`config.mk`:
```
export PLATFORM = sky130hd
export DESIGN_NAME = spi_slave_if_flat
export DESIGN_NICKNAME = d
export VERILOG_FILES = /design/src/rtl/spi_slave_if_if.sv /design/src/rtl/spi_slave_if.sv /design/src/flat_wrapper.sv
export SDC_FILE = /design/constraint.sdc
export NUM_CORES = 1
export LEC_CHECK = 0
export CAP_MARGIN = 20
export CORE_MARGIN = 5
export CORE_UTILIZATION = 37
export DETAILED_ROUTE_END_ITERATION = 8
export SKIP_LAST_GASP = 1
export SYNTH_ARGS = -nofsm -noshare
export SYNTH_HDL_FRONTEND = slang
export SYNTH_SLANG_ARGS = --single-unit
```
`constraint.sdc`:
```
create_clock -name clk -period 1.9 [get_ports clk]
set_input_delay 0.19 -clock clk [delete_from_list [all_inputs] [get_ports clk]]
set_output_delay 0.19 -clock clk [all_outputs]
set_load 0.005 [all_outputs]
```
`src/rtl/spi_slave_if_if.sv`:
```
// SPI slave front-end bundle: pin-side serial signals and RAM-side word handshake.
interface spi_slave_if_if #(
  parameter int unsigned RX_W = 10,
  parameter int unsigned TX_W = 8
);
  logic            SS_n;
  logic            MOSI;
  logic            MISO;
  logic [RX_W-1:0] rx_data;
  logic            rx_valid;
  logic [TX_W-1:0] tx_data;
  logic            tx_valid;

  modport slave (
    input  SS_n, MOSI, tx_data, tx_valid,
    output MISO, rx_data, rx_valid
  );

  modport master (
    output SS_n, MOSI, tx_data, tx_valid,
    input  MISO, rx_data, rx_valid
  );
endinterface

```
`src/rtl/spi_slave_if.sv`:
```
// SPI slave serial front end: deserialises MOSI frames into {cmd, payload}
// words for the RAM and serialises the RAM read response onto MISO.
module spi_slave_if #(
  parameter int unsigned RX_W = 10,
  parameter int unsigned TX_W = 8
) (
  input logic           clk,
  input logic           rst,
  spi_slave_if_if.slave bus
);

  localparam int unsigned CNT_W = 4;
  localparam int unsigned TXC_W = 3;

  typedef enum logic [2:0] {
    IDLE      = 3'd0,
    CHK_CMD   = 3'd1,
    WRITE     = 3'd2,
    READ_ADD  = 3'd3,
    READ_DATA = 3'd4
  } state_t;

  state_t            state;
  logic [CNT_W-1:0]  bit_cnt;
  logic [RX_W-2:0]   rx_shift;
  logic [RX_W-1:0]   rx_data;
  logic              rx_valid;
  logic              rx_done;      // word of this frame already delivered
  logic              rd_addr_flag; // a read address has been sent, next read is data
  logic [TX_W-2:0]   tx_shift;     // remaining response bits after the MSB
  logic [TXC_W-1:0]  tx_cnt;
  logic              tx_busy;
  logic              tx_done;      // readout of this frame finished
  logic              miso;

  assign bus.rx_data  = rx_data;
  assign bus.rx_valid = rx_valid;
  assign bus.MISO     = miso;

  // Frame FSM, receive shifter and readout shifter with registered outputs.
  always_ff @(posedge clk) begin
    if (rst) begin
      state        <= IDLE;
      bit_cnt      <= '0;
      rx_shift     <= '0;
      rx_data      <= '0;
      rx_valid     <= 1'b0;
      rx_done      <= 1'b0;
      rd_addr_flag <= 1'b0;
      tx_shift     <= '0;
      tx_cnt       <= '0;
      tx_busy      <= 1'b0;
      tx_done      <= 1'b0;
      miso         <= 1'b0;
    end else begin
      rx_valid <= 1'b0;
      if (state == IDLE) begin
        if (!bus.SS_n) state <= CHK_CMD;
      end else if (bus.SS_n) begin
        // Deselect aborts any partial word or readout.
        state    <= IDLE;
        bit_cnt  <= '0;
        rx_done  <= 1'b0;
        tx_shift <= '0;
        tx_cnt   <= '0;
        tx_busy  <= 1'b0;
        tx_done  <= 1'b0;
        miso     <= 1'b0;
      end else if (state == CHK_CMD) begin
        bit_cnt <= '0;
        rx_done <= 1'b0;
        if (!bus.MOSI)         state <= WRITE;
        else if (!rd_addr_flag) state <= READ_ADD;
        else                    state <= READ_DATA;
      end else if (!rx_done) begin
        if (bit_cnt == CNT_W'(RX_W - 1)) begin
          rx_data  <= {rx_shift, bus.MOSI};
          rx_valid <= 1'b1;
          rx_done  <= 1'b1;
          bit_cnt  <= '0;
          if (state == READ_ADD) rd_addr_flag <= 1'b1;
        end else begin
          rx_shift <= {rx_shift[RX_W-3:0], bus.MOSI};
          bit_cnt  <= bit_cnt + CNT_W'(1);
        end
      end else if (state == READ_DATA) begin
        if (tx_busy) begin
          if (tx_cnt == TXC_W'(TX_W - 1)) begin
            miso         <= 1'b0;
            tx_busy      <= 1'b0;
            tx_done      <= 1'b1;
            tx_cnt       <= '0;
            tx_shift     <= '0;
            rd_addr_flag <= 1'b0;
          end else begin
            miso     <= tx_shift[TX_W-2];
            tx_shift <= {tx_shift[TX_W-3:0], 1'b0};
            tx_cnt   <= tx_cnt + TXC_W'(1);
          end
        end else if (!tx_done && bus.tx_valid) begin
          miso     <= bus.tx_data[TX_W-1];
          tx_shift <= bus.tx_data[TX_W-2:0];
          tx_cnt   <= '0;
          tx_busy  <= 1'b1;
        end
      end
    end
  end

endmodule

```
`src/flat_wrapper.sv`:
```
// flat-port wrapper written by rule: the top's interface ports become plain ports
module spi_slave_if_flat 
#(
  parameter int unsigned RX_W = 10,
  parameter int unsigned TX_W = 8
)
  (clk, rst, bus_SS_n, bus_MOSI, bus_tx_data, bus_tx_valid, bus_MISO, bus_rx_data, bus_rx_valid);
  spi_slave_if_if #(.RX_W(RX_W), .TX_W(TX_W)) bus_i ();
  input logic clk;
  input logic rst;
  input wire logic [$bits(bus_i.SS_n)-1:0] bus_SS_n;
  input wire logic [$bits(bus_i.MOSI)-1:0] bus_MOSI;
  input wire logic [$bits(bus_i.tx_data)-1:0] bus_tx_data;
  input wire logic [$bits(bus_i.tx_valid)-1:0] bus_tx_valid;
  output wire logic [$bits(bus_i.MISO)-1:0] bus_MISO;
  output wire logic [$bits(bus_i.rx_data)-1:0] bus_rx_data;
  output wire logic [$bits(bus_i.rx_valid)-1:0] bus_rx_valid;
  assign bus_i.SS_n = bus_SS_n;
  assign bus_i.MOSI = bus_MOSI;
  assign bus_i.tx_data = bus_tx_data;
  assign bus_i.tx_valid = bus_tx_valid;
  assign bus_MISO = bus_i.MISO;
  assign bus_rx_data = bus_i.rx_data;
  assign bus_rx_valid = bus_i.rx_valid;
  spi_slave_if #(.RX_W(RX_W), .TX_W(TX_W)) u_core (.clk(clk), .rst(rst), .bus(bus_i));
endmodule
```
==> results by group <==
Power and ir drop
  – Total power per unit cell area: 703 nW/um^2
  – Worst VDD drop: 458 uV
  – Total power: 1.60 mW
  – Leakage dissipation: 0.856 nW

Place
  – Final weighted congestion in routability-driven placement: 0.757
  – Area after DPL: 2180 um^2
  – Half-perimeter wire length after placement: 2530 um
  – Number of input and output port buffers inserted: 24
  – Worst slack, placed: 0.222 ns

Die
  – Total I/O pin count: 25
  – Die Area: 6500 um^2
  – Die outline width: 80.6 um
  – Starting density of the core: 38.6%
  – Die extent in y: 80.6 um
  – Placeable core area: 4790 um^2
  – FP Rows: 25

Yosys
  – Biggest area contributors in the synthesized netlist: dfxtp_1 (46%), mux2i_1 (11%), nand2_1 (9.2%)
  – Flip-flop and latch count after synthesis: 42
  – Ys Warns: 0
  – Parity-gate share of the synthesized area counting xor and xnor cells: 0%
  – Post-synthesis share of cell area spent on and, or, nand and nor gates: 21.5%
  – Synth top area share: 45.6%
  – Cell variety after synth: 36
  – Share of synthesized area spent on multiplexers: 11.4%
  – Synthesized netlist cell count: 217
  – Netlist area before placement: 1850 um^2
  – Largest area contributor in the synthesized netlist: dfxtp_1
  – Main combinational cell family by area after synthesis: simple AND/OR/NAND/NOR gates
  – Average cell area after synthesis: 8.50 um^2
  – Compound-gate portion of the synthesized area: 13.3%
  – Post-Synth Adder-Cell Area: 2.71%
  – Post-synthesis net count: 234
  – Sequential cell area fraction in the yosys report: 45.6%

Global routing
  – Number of antenna violations at the first check in global routing: 0
  – Pin count of the biggest net entering global routing: 28
  – Total grt overflow: 0
  – Global-route wire length before repair: 6360 um
  – Overall track demand over capacity in global routing: 12.2%
  – Vias in the first global route: 1453

Setup path
  – Critical path origin: u_core.bit_cnt[0]
  – R2R Path End: u_core.bus.rx_data[9]
  – Launch instance of the worst register-to-register path: u_core.bit_cnt[0]
  – Signal arrival time at the worst endpoint: 1.83 ns
  – Critical Path Source Type: flop
  – Path depth of the worst reg2reg path: 6
  – Max Fanout on Critical Path: 11
  – Required time of the critical path: 2.08 ns
  – Worst R2R Setup Slack: 0.24 ns
  – Sort of element at the end of the critical path: flop
  – Worst Path Class, Setup: flop to flop

Clock network
  – Number of hold buffers added after CTS: 0
  – Number of H-tree branching levels: 2
  – Post_cts resized: 0
  – Maximum number of buffers from clock root to sink: 2
  – Root buffer cell: clkbuf_8
  – Clock Latency Late Sink: 0.29 ns
  – Clock buffers created by TritonCTS: 5
  – Number of setup buffers added after CTS: 0
  – CTS Sinks: 42
  – Clock tree from TritonCTS: done
  – Clock transition at the registers of the reported paths: 0.08 ns

Run
  – Number of max-capacitance violations reported: 0

Timing
  – Setup repair after global routing missed its margin: no
  – Total negative slack: 0 ns
  – Total of endpoints with negative setup slack in the final report: 0
  – Hold Violations, Final: 0
  – Max Slew Vio Count: 0
  – Minimum setup slack in the final design: 0.244 ns
  – Worst slew slack as a fraction of its limit: 58.5%
  – Transition at the pin with the smallest max-transition slack: 0.621 ns
  – Clock skew after layout: 0.00343 ns
  – Max Freq: 604 MHz
  – Period minus WS final: 1.66 ns
  – Fraction of the cycle the final worst path needs: 87.1%

Detailed routing
  – DRT Wirelength: 3720 um
  – Total via count in the routed design: 1505
  – Wirelength per Cell: 12.0 um
  – Via-per-instance ratio: 4.85
  – Count of antenna-violating nets left after detailed routing: 0
  – Number of violations reported at the end of detailed-routing iteration 0: 95
  – Router iterations before antenna repair: 4
  – Post-route DRC: 0

Finish
  – Post-route design area: 2280 um^2
  – Area delta synth->final: 23.4%
  – Proportion of layout cells with a drive suffix above 1: 8.64%
  – Fin util: 47.6%
  – Final-stage net count: 259
  – Leading cell type in the layout, fill and taps excluded: nand2_1
  – Antenna cell count: 0
  – Most frequent cells in the layout: nand2_1 (45), dfxtp_1 (42), clkdlybuf4s50_1 (24)
  – Layout filler cell count: 476

Hold path
  – Hold Path Class: flop to flop
  – HP Start: u_core.tx_shift[4]
  – Hold Path Sink: u_core.tx_shift[4]
  – Hold depth: 2

Status
  – Status: finished clean
## layer usage
metal	vias to the layer above	GRT usage [%]	part of all wire, %	routed length [um]
met2	28	19.7	44	1650
met1	689	15.9	50	1870
met4	0	3.55	0.83	31
li1	783	-	-	-
met5	-	0	0	0
met3	5	3.36	4.4	165
## layout make-up
class	count	area [um^2]	share of cell area [%]
multi-input cells	151	907	39.8
inverters	10	37.5	1.65
clock inverters	2	12.5	0.549
clock buffers	6	82.6	3.63
flip-flops and latches	42	841	36.9
well taps	67	83.8	3.68
repair buffers	32	313	13.7
## worst max path at each step
stage,end,depth (start not counted)
6_report,u_core.bus.rx_data[9],6
5_1_grt,u_core.bus.rx_data[6],6
4_1_cts,u_core.bus.rx_data[9],6
3_5_place_dp,u_core.tx_cnt[2],7
3_3_place_gp,u_core.rx_shift[3],5
2_1_floorplan,u_core.bus.rx_data[0],6
## synthesized netlist by cell type
cell and count:
a21bo_2 1, a21o_1 1, a21oi_1 17, a21oi_2 1
a2bb2oi_1 1, a31oi_1 2, a32o_1 1, and2_1 1
and3b_1 1, buf_2 1, buf_4 1, buf_6 1
clkbuf_1 11, dfxtp_1 42, ha_1 4, inv_1 10
mux2i_1 21, nand2_1 45, nand2b_1 1, nand3_1 5
nand3b_1 3, nor2_1 15, nor2b_1 2, nor3_1 7
nor3b_1 2, nor4_1 1, nor4b_1 1, nor4bb_1 1
o21ai_0 4, o21ba_2 1, o21bai_1 1, o22ai_1 7
o2bb2ai_1 1, o31ai_2 1, or3_1 1, or3b_1 1
## critical path: stages (launching register included)
cell	delay, ns
dfxtp_1	0.40
ha_1	0.17
and3b_1	0.27
nor3b_2	0.27
buf_12	0.18
mux2i_1	0.20
nor2_1	0.05
## flip-flops by register name, indices dropped and copies added, names as in the netlist
register,cells
u_core.tx_busy,1
u_core.tx_done,1
u_core.rx_shift,9
u_core.rd_addr_flag,1
u_core.tx_cnt,3
u_core.bus.MISO,1
u_core.bus.rx_data,10
u_core.tx_shift,7
u_core.state,3
u_core.bit_cnt,4
u_core.rx_done,1
u_core.bus.rx_valid,1
## kinds of logic (layout without fill, tap and decap cells)
group / count (synthesis) / in the layout
AND/OR/NAND/NOR: 87 / 87
flip-flops: 42 / 42
AO/OA/AOI/OAI: 39 / 39
buffers and inverters: 24 / 50
multiplexers: 21 / 21
adder cells (fa/ha/maj): 4 / 4
## per-stage QoR
| step | hold slack [ns] | cells |
|---|---|---|
| floorplan | 0.326 | 217 |
| detailed placement | 0.457 | 302 |
| global route | 0.487 | 310 |
| global placement | 0.447 | 302 |
| finish | 0.462 | 310 |
| CTS | 0.458 | 310 |
## where the power goes
group / switching (mW) / internal, mW
sequential: 0.00796 / 0.887
combinational: 0.0606 / 0.0542
clock: 0.300 / 0.292
Note: power is estimated with default switching activity, not from simulation.
